<file path="config.mk">
export PLATFORM = sky130hd
export DESIGN_NAME = axi_mem_rw_arbiter_flat
export DESIGN_NICKNAME = d
export VERILOG_FILES = /design/src/rtl/axi_mem_if_pkg.sv /design/src/rtl/axi_mem_rw_arbiter_if.sv /design/src/rtl/axi_mem_rw_arbiter.sv /design/src/flat_wrapper.sv
export SDC_FILE = /design/constraint.sdc
export NUM_CORES = 1
export LEC_CHECK = 0
export CORE_AREA = 2 2 178 180
export CTS_BUF_LIST = sky130_fd_sc_hd__clkbuf_8 sky130_fd_sc_hd__clkbuf_16
export CTS_CLUSTER_SIZE = 8
export DETAILED_ROUTE_END_ITERATION = 8
export DIE_AREA = 0 0 180 182
export GPL_TIMING_DRIVEN = 1
export SLEW_MARGIN = 10
export SYNTH_ARGS = -nofsm -noshare
export SYNTH_HDL_FRONTEND = slang
export SYNTH_SLANG_ARGS = --single-unit
export TNS_END_PERCENT = 50
</file>
<file path="constraint.sdc">
create_clock -name clk -period 1.38 [get_ports clk]
set_input_delay 0.276 -clock clk [delete_from_list [all_inputs] [get_ports clk]]
set_output_delay 0.276 -clock clk [all_outputs]
set_load 0.005 [all_outputs]
</file>
<file path="src/rtl/axi_mem_if_pkg.sv">
// Shared types for the read/write memory arbiter: priority state and owner encoding.
package axi_mem_if_pkg;

  typedef enum logic {
    PRIO_RD = 1'b0,
    PRIO_WR = 1'b1
  } prio_e;

  localparam logic [1:0] OWNER_NONE = 2'b00;
  localparam logic [1:0] OWNER_RD   = 2'b01;
  localparam logic [1:0] OWNER_WR   = 2'b10;

endpackage

</file>
<file path="src/rtl/axi_mem_rw_arbiter_if.sv">
// Bundle of the two controller ports, the shared memory port and the owner flag.
// The master side is everything around the arbiter (controllers plus memory); the slave side is the arbiter.
interface axi_mem_rw_arbiter_if #(
  parameter int MEM_ADDR_WIDTH = 13,
  parameter int DATA_WIDTH     = 64,
  parameter int BE_WIDTH       = DATA_WIDTH / 8
);
  logic                      rd_valid_i;
  logic                      wr_valid_i;
  logic                      rd_grant_o;
  logic                      wr_grant_o;

  logic                      rd_cen_i;
  logic                      rd_wen_i;
  logic [MEM_ADDR_WIDTH-1:0] rd_a_i;
  logic [DATA_WIDTH-1:0]     rd_d_i;
  logic [BE_WIDTH-1:0]       rd_be_i;
  logic                      wr_cen_i;
  logic                      wr_wen_i;
  logic [MEM_ADDR_WIDTH-1:0] wr_a_i;
  logic [DATA_WIDTH-1:0]     wr_d_i;
  logic [BE_WIDTH-1:0]       wr_be_i;

  logic [DATA_WIDTH-1:0]     rd_q_o;
  logic [DATA_WIDTH-1:0]     wr_q_o;

  logic                      mem_cen_o;
  logic                      mem_wen_o;
  logic [MEM_ADDR_WIDTH-1:0] mem_a_o;
  logic [DATA_WIDTH-1:0]     mem_d_o;
  logic [BE_WIDTH-1:0]       mem_be_o;
  logic [DATA_WIDTH-1:0]     mem_q_i;

  logic [1:0]                owner_q_o;

  modport master (
    output rd_valid_i, wr_valid_i,
    output rd_cen_i, rd_wen_i, rd_a_i, rd_d_i, rd_be_i,
    output wr_cen_i, wr_wen_i, wr_a_i, wr_d_i, wr_be_i,
    output mem_q_i,
    input  rd_grant_o, wr_grant_o, rd_q_o, wr_q_o,
    input  mem_cen_o, mem_wen_o, mem_a_o, mem_d_o, mem_be_o,
    input  owner_q_o
  );

  modport slave (
    input  rd_valid_i, wr_valid_i,
    input  rd_cen_i, rd_wen_i, rd_a_i, rd_d_i, rd_be_i,
    input  wr_cen_i, wr_wen_i, wr_a_i, wr_d_i, wr_be_i,
    input  mem_q_i,
    output rd_grant_o, wr_grant_o, rd_q_o, wr_q_o,
    output mem_cen_o, mem_wen_o, mem_a_o, mem_d_o, mem_be_o,
    output owner_q_o
  );

endinterface

</file>
<file path="src/rtl/axi_mem_rw_arbiter.sv">
// Shares one single-port memory between a read and a write controller; grants are combinational,
// read data passes straight through, and contended access alternates after MAX_GRANTS wins in a row.
module axi_mem_rw_arbiter
  import axi_mem_if_pkg::*;
#(
  parameter int MEM_ADDR_WIDTH = 13,
  parameter int DATA_WIDTH     = 64,
  parameter int BE_WIDTH       = DATA_WIDTH / 8,
  parameter int MAX_GRANTS     = 4
) (
  input logic                 clk,
  input logic                 rst_n,
  axi_mem_rw_arbiter_if.slave bus
);

  localparam logic [7:0] CNT_LAST = 8'(MAX_GRANTS - 1);

  prio_e                     r_prio;
  logic [7:0]                r_cnt;
  logic [1:0]                r_owner;

  logic                      w_contend;
  logic                      w_rd_grant;
  logic                      w_wr_grant;
  logic                      w_cen;
  logic                      w_wen;
  logic [MEM_ADDR_WIDTH-1:0] w_a;
  logic [DATA_WIDTH-1:0]     w_d;
  logic [BE_WIDTH-1:0]       w_be;

  assign w_contend  = bus.rd_valid_i & bus.wr_valid_i;
  assign w_rd_grant = bus.rd_valid_i & (!bus.wr_valid_i || (r_prio == PRIO_RD));
  assign w_wr_grant = bus.wr_valid_i & (!bus.rd_valid_i || (r_prio == PRIO_WR));

  // Idle cycles keep the read controller's address/data on the bus with the memory disabled.
  always_comb begin
    w_cen = 1'b1;
    w_wen = 1'b1;
    w_a   = bus.rd_a_i;
    w_d   = bus.rd_d_i;
    w_be  = bus.rd_be_i;
    if (w_wr_grant) begin
      w_cen = bus.wr_cen_i;
      w_wen = bus.wr_wen_i;
      w_a   = bus.wr_a_i;
      w_d   = bus.wr_d_i;
      w_be  = bus.wr_be_i;
    end else if (w_rd_grant) begin
      w_cen = bus.rd_cen_i;
      w_wen = bus.rd_wen_i;
    end
  end

  assign bus.rd_grant_o = w_rd_grant;
  assign bus.wr_grant_o = w_wr_grant;
  assign bus.mem_cen_o  = w_cen;
  assign bus.mem_wen_o  = w_wen;
  assign bus.mem_a_o    = w_a;
  assign bus.mem_d_o    = w_d;
  assign bus.mem_be_o   = w_be;
  assign bus.rd_q_o     = bus.mem_q_i;
  assign bus.wr_q_o     = bus.mem_q_i;
  assign bus.owner_q_o  = r_owner;

  always_ff @(posedge clk or negedge rst_n) begin
    if (!rst_n) begin
      r_prio  <= PRIO_RD;
      r_cnt   <= '0;
      r_owner <= OWNER_NONE;
    end else begin
      r_owner <= w_wr_grant ? OWNER_WR : (w_rd_grant ? OWNER_RD : OWNER_NONE);
      // Any uncontended cycle breaks the streak but leaves priority where it is.
      if (!w_contend) begin
        r_cnt <= '0;
      end else if (r_cnt == CNT_LAST) begin
        r_cnt  <= '0;
        r_prio <= (r_prio == PRIO_RD) ? PRIO_WR : PRIO_RD;
      end else begin
        r_cnt <= r_cnt + 8'd1;
      end
    end
  end

endmodule

</file>
<file path="src/flat_wrapper.sv">
// flat-port wrapper written by rule: the top's interface ports become plain ports
module axi_mem_rw_arbiter_flat import axi_mem_if_pkg::*;
#(
  parameter int MEM_ADDR_WIDTH = 13,
  parameter int DATA_WIDTH     = 64,
  parameter int BE_WIDTH       = DATA_WIDTH / 8,
  parameter int MAX_GRANTS     = 4
)
  (clk, rst_n, bus_rd_valid_i, bus_wr_valid_i, bus_rd_cen_i, bus_rd_wen_i, bus_rd_a_i, bus_rd_d_i, bus_rd_be_i, bus_wr_cen_i, bus_wr_wen_i, bus_wr_a_i, bus_wr_d_i, bus_wr_be_i, bus_mem_q_i, bus_rd_grant_o, bus_wr_grant_o, bus_rd_q_o, bus_wr_q_o, bus_mem_cen_o, bus_mem_wen_o, bus_mem_a_o, bus_mem_d_o, bus_mem_be_o, bus_owner_q_o);
  axi_mem_rw_arbiter_if #(.MEM_ADDR_WIDTH(MEM_ADDR_WIDTH), .DATA_WIDTH(DATA_WIDTH), .BE_WIDTH(BE_WIDTH)) bus_i ();
  input logic clk;
  input logic rst_n;
  input wire logic [$bits(bus_i.rd_valid_i)-1:0] bus_rd_valid_i;
  input wire logic [$bits(bus_i.wr_valid_i)-1:0] bus_wr_valid_i;
  input wire logic [$bits(bus_i.rd_cen_i)-1:0] bus_rd_cen_i;
  input wire logic [$bits(bus_i.rd_wen_i)-1:0] bus_rd_wen_i;
  input wire logic [$bits(bus_i.rd_a_i)-1:0] bus_rd_a_i;
  input wire logic [$bits(bus_i.rd_d_i)-1:0] bus_rd_d_i;
  input wire logic [$bits(bus_i.rd_be_i)-1:0] bus_rd_be_i;
  input wire logic [$bits(bus_i.wr_cen_i)-1:0] bus_wr_cen_i;
  input wire logic [$bits(bus_i.wr_wen_i)-1:0] bus_wr_wen_i;
  input wire logic [$bits(bus_i.wr_a_i)-1:0] bus_wr_a_i;
  input wire logic [$bits(bus_i.wr_d_i)-1:0] bus_wr_d_i;
  input wire logic [$bits(bus_i.wr_be_i)-1:0] bus_wr_be_i;
  input wire logic [$bits(bus_i.mem_q_i)-1:0] bus_mem_q_i;
  output wire logic [$bits(bus_i.rd_grant_o)-1:0] bus_rd_grant_o;
  output wire logic [$bits(bus_i.wr_grant_o)-1:0] bus_wr_grant_o;
  output wire logic [$bits(bus_i.rd_q_o)-1:0] bus_rd_q_o;
  output wire logic [$bits(bus_i.wr_q_o)-1:0] bus_wr_q_o;
  output wire logic [$bits(bus_i.mem_cen_o)-1:0] bus_mem_cen_o;
  output wire logic [$bits(bus_i.mem_wen_o)-1:0] bus_mem_wen_o;
  output wire logic [$bits(bus_i.mem_a_o)-1:0] bus_mem_a_o;
  output wire logic [$bits(bus_i.mem_d_o)-1:0] bus_mem_d_o;
  output wire logic [$bits(bus_i.mem_be_o)-1:0] bus_mem_be_o;
  output wire logic [$bits(bus_i.owner_q_o)-1:0] bus_owner_q_o;
  assign bus_i.rd_valid_i = bus_rd_valid_i;
  assign bus_i.wr_valid_i = bus_wr_valid_i;
  assign bus_i.rd_cen_i = bus_rd_cen_i;
  assign bus_i.rd_wen_i = bus_rd_wen_i;
  assign bus_i.rd_a_i = bus_rd_a_i;
  assign bus_i.rd_d_i = bus_rd_d_i;
  assign bus_i.rd_be_i = bus_rd_be_i;
  assign bus_i.wr_cen_i = bus_wr_cen_i;
  assign bus_i.wr_wen_i = bus_wr_wen_i;
  assign bus_i.wr_a_i = bus_wr_a_i;
  assign bus_i.wr_d_i = bus_wr_d_i;
  assign bus_i.wr_be_i = bus_wr_be_i;
  assign bus_i.mem_q_i = bus_mem_q_i;
  assign bus_rd_grant_o = bus_i.rd_grant_o;
  assign bus_wr_grant_o = bus_i.wr_grant_o;
  assign bus_rd_q_o = bus_i.rd_q_o;
  assign bus_wr_q_o = bus_i.wr_q_o;
  assign bus_mem_cen_o = bus_i.mem_cen_o;
  assign bus_mem_wen_o = bus_i.mem_wen_o;
  assign bus_mem_a_o = bus_i.mem_a_o;
  assign bus_mem_d_o = bus_i.mem_d_o;
  assign bus_mem_be_o = bus_i.mem_be_o;
  assign bus_owner_q_o = bus_i.owner_q_o;
  axi_mem_rw_arbiter #(.MEM_ADDR_WIDTH(MEM_ADDR_WIDTH), .DATA_WIDTH(DATA_WIDTH), .BE_WIDTH(BE_WIDTH), .MAX_GRANTS(MAX_GRANTS)) u_core (.clk(clk), .rst_n(rst_n), .bus(bus_i));
endmodule
</file>
Word level (Yosys, flattened, before mapping)
Index checks and enable logic that the tools add are counted.

Add/sub/neg operators: 1. Bitwise operators: 4. Multipliers: 0. Reduce and logical (&&, ||, !) cells: 5. Magnitude comparators: 0. Eq/ne operators: 1. Mux-type cells: 12. Shift operators: 0. Div/mod/pow operators: 0.

Operators by type and width (count): 2-to-1 mux 64 bit (1); 2-to-1 mux 8 bit (3); 2-to-1 mux 13 bit (1); adder 8 x 1 -> 8 bit, second input constant (1); equality test 8 x 2 -> 1 bit, second input constant (1); 2-to-1 mux 1 bit (6); AND 1 bit (3); logical NOT 1 bit (2); logical OR 1 bit (2); 2-to-1 mux 2 bit (1); AND reduction 2 bit (1); NOT 1 bit (1).

Word-level logic and storage cells: 26. Flip-flop bits (word level): 11. Bits in writable memories: 0. Latch bits: 0. Output and inout port bits: 219. Memories: 0. Bits of input ports: 242. ROM bits: 0.

Logic depth before layout (Yosys ltp)
Word-level depth: 5. Gate-level depth with buffers: 5. Depth with buffers taken out: 4.

Worst setup path after synthesis
OpenSTA, ideal clock, no wires.

Path kind: register to output. From: register u_core.r_prio. To: output bus_mem_a_o[0]. Setup slack: -0.163 ns. Required time: 1.104 ns. Stages on the path, launching flop included: 5. Path buffers: 2. Data arrival time: 1.267 ns. Cells stage by stage: dfrtp_1 -> o21ai_4 -> buf_6 -> buf_6 -> mux2_1.

Cells in the longest elaborated chain, start to end: 3.

Ends and longest elaborated chain: from (decl) (line axi_mem_rw_arbiter.sv:18) `prio_e r_prio;`; from (signal assigned) (line axi_mem_rw_arbiter.sv:77) `r_prio <= (r_prio == PRIO_RD) ? PRIO_WR : PRIO_RD;`; logical OR 1 bit (line axi_mem_rw_arbiter.sv:33) `assign w_wr_grant = bus.wr_valid_i & (!bus.rd_valid_i || (r_prio == PRIO_WR));`; AND 1 bit (line axi_mem_rw_arbiter.sv:33); 2-to-1 mux 13 bit (line axi_mem_rw_arbiter.sv:42) `if (w_wr_grant) begin`; to (decl) (line flat_wrapper.sv:32) `output wire logic [$bits(bus_i.mem_a_o)-1:0] bus_mem_a_o;`.

Every way passes these cells.

Final worst setup path
From: register u_core.r_prio. To: output bus_mem_d_o[40].

Cells in the longest elaborated chain, start to end: 3.

Ends and longest elaborated chain: logical OR 1 bit (line axi_mem_rw_arbiter.sv:33); AND 1 bit (line axi_mem_rw_arbiter.sv:33); 2-to-1 mux 64 bit (line axi_mem_rw_arbiter.sv:42); to (decl) (line flat_wrapper.sv:33) `output wire logic [$bits(bus_i.mem_d_o)-1:0] bus_mem_d_o;`.

Every way passes these cells.

==> results.ini <==
[detailed_routing]
post_drt_via_cell_ratio = 2.999
drt_iter0_markers = 35
drt-total-wl_um = 14150
drc_errors = 0
drt_first_pass_iters = 3
wire_per_inst_um = 16.24
vias = 2612
drt.antenna.violating_nets = 0

[floorplanning]
die_w_um = 180
rows = 65
pin_count = 461
core_area_um2 = 30990
start_util_pct = 8.149
die_area_um2 = 32760
dieHeight_um = 182

[run_status]
failed_checks = negative setup slack
outcome = complete, but fails checks

[final_layout]
area_growth_pct = 132.4
final_cells = 871
drive_gt1_share_pct = 51.82
final_util_pct = 18.94
final_cell_area_um2 = 5868
finalNetCount = 712

[synth]
ys_seq_area_share_pct = 10.90
synth_edf_count = 0
synth_cell_types = 22
yosysWarnings = 0
synth_nets = 519
async_flop_share_pct = 100.0
synthTopCellsByArea = buf_4 40%, mux2_2 30%, dfrtp_1 11%, mux2_1 7.6%, buf_6 1.3%
netlist_area_um2 = 2525
ys.flop_type = dfrtp_1
yosysMostFrequentCell = buf_4
synth_seq_cells = 11
synth.largest_area_cell = buf_4
synth_top_area_share_pct = 39.84
synthTopCellsByCount = 134 x buf_4, 68 x mux2_2, 17 x mux2_1
syn_area_per_cell_um2 = 9.182
synthCells = 275

[timing]
max_clock_freq_mhz = 487.8
min_period_over_period_pct = 148.5
hold_viol_final = 0
layout_setup_ws_ps = -669.8
min_period_ps = 2050
fin_skew_ps = 4.778
maxSlewHeadroom_pct = 79.34
setup_viol = 89
worstMarginPinSlew_ps = 307.6
setup_tns_ps = -51210
rsz0062_at_grt = true
maxSlewViolCount = 0

[setup_path]
endpoint_kind = output port
cp-start-kind = flop
cpMostUsedCell = buf_12
rr_startpoint = u_core.r_prio$_DFFE_PN0P_
cp.depth = 7
r2r-end = u_core.bus.owner_q_o[1]$_DFF_PN0_
cpMaxStageDelayCell = dfrtp_1
max_stage_delay_ps = 400
cp.required_ps = 1100
path_class = flop to output port
crit_fanout = 6
ff2ff_setup_slack_ps = 60
reg2reg_depth = 7
crit_path_end = bus_mem_d_o[40]
critPathBufInv = 5
setup.worst_path.start = u_core.r_prio$_DFFE_PN0P_
crit_arrival_ps = 1770
crit_family = buffers and inverters
crit_chain = o21ai_4, buf_6, buf_12, buf_12, buf_12, mux2_4, buf_6

[pwr]
power_mw = 2.855
p_leak_nw = 2.642
powerDensity_nw_per_um2 = 486.4
vdd_drop_max_mv = 0.4119

[global_routing]
grt_pass1_wl_um = 18870
antenna_found_initial = 3
grt_max_degree = 12
grt_pass1_vias = 2806
grt.total_usage_pct = 7.808
grt-ovfl-total = 0

[clock_network]
cts_buffer_depth = 2
h-tree-depth = 1
cts_hold_buf = 0
clk_pin_slew_ps = 40
clock-root-buffer = clkbuf_16
cts.sinks = 11
cts_tree = built
cts_buffers = 3
clk_latency_ps = 240

[placed_design]
gp_congestion = 0.7625
io_buffers = 268
placed_cells = 829
dpl.hpwl_um = 11080
postPlaceCellArea_um2 = 4930

[worst_hold_path]
hold_path.class = input port to asynchronous set/reset pin

[job]
cap_violations = 0

-- sequential cells by signal, indices dropped and copies added (netlist names) --
signal,flops
u_core.r_cnt,8
u_core.r_prio,1
u_core.bus.owner_q_o,2
-- routing by layer --
layer  global-route usage, %  share of wire [%]  vias to the layer above  routed length, um
met3                   5.014                 16                       48               2274
met1                   7.366                 31                     1138               4401
li1                        -                  -                     1187                  -
met4                   2.276                3.0                        2                425
met2                   13.89                 50                      237               7034
met5                  0.2963              0.064                        -                  9
-- worst min path at each step --
| stage | from | endpoint | cells past startpoint |
|---|---|---|---|
| after global placement | u_core.r_cnt[0]$_DFF_PN0_ | u_core.r_cnt[0]$_DFF_PN0_ | 2 |
| final | rst_n | u_core.r_cnt[3]$_DFF_PN0_ | 2 |
| after detailed placement | bus_mem_q_i[12] | bus_rd_q_o[12] | 0 |
| after global routing | rst_n | u_core.r_cnt[3]$_DFF_PN0_ | 2 |
| after floorplan | rst_n | u_core.bus.owner_q_o[0]$_DFF_PN0_ | 0 |
| after CTS | rst_n | u_core.r_cnt[3]$_DFF_PN0_ | 2 |
-- layout by cell type (no fill, tap or decap), types with 2 or more instances in the layout --
cell	n
a21oi_2	2
buf_12	9
buf_16	5
buf_2	4
buf_4	17
buf_6	90
buf_8	8
clkbuf_16	3
clkbuf_2	12
clkdlybuf4s50_1	177
dfrtp_1	11
diode_2	2
ha_1	2
inv_1	5
inv_2	2
mux2_2	2
mux2_4	83
nand2_1	3
nand3_1	4
nand4_1	2
nor2_1	5
o21ai_0	3
o22a_1	2
or3_1	3
xnor2_1	2
xor2_1	2
-- stage by stage --
step | hold slack, ps | setup WS, ps
final | 327.9 | -669.8
after global routing | 363.1 | -731.0
after CTS | 332.1 | -722.6
after detailed placement | 552.1 | -1187
after global placement | 546.5 | -1187
after floorplan | -19.59 | -128.7
-- area by class of cell --
type                            count  area [um^2]
Sequential cell                    11        275.3
Clock buffer                        3        75.07
Tap cell                          402        503.0
Timing Repair Buffer              325         3461
Multi-Input combinational cell    121         1523
Clock inverter                      1        3.754
Fill cell                        3376        25120
Antenna cell                        2        5.005
Inverter                            6        22.52
-- logic make-up after synthesis --
group,after synthesis,share of synthesized area (%)
AOI/OAI and AO/OA,10,2.825
xor gates and xnor gates,4,1.388
adders and majority gates,2,0.9909
buffers and inverters,143,42.07
DFF,11,10.90
muxes,85,37.91
and+or+nand+nor,20,3.915
-- timing repair --
item                                    4_1_cts  5_1_grt
endpoints found under the setup margin       93       96
buffers inserted                             28        7
gates cloned                                  4        0
pin swaps                                     1        1
resized for setup                           488       43
endpoints found under the hold margin         0        0
-- report_power, final --
| part | total (mW) | internal (mW) | switching [mW] |
|---|---|---|---|
| sequential | 0.343 | 0.336 | 0.00736 |
| clock | 0.522 | 0.380 | 0.142 |
| combinational | 1.99 | 1.43 | 0.564 |
| total | 2.85 | 2.14 | 0.713 |
No activity file was read; power rests on OpenSTA's default activity.
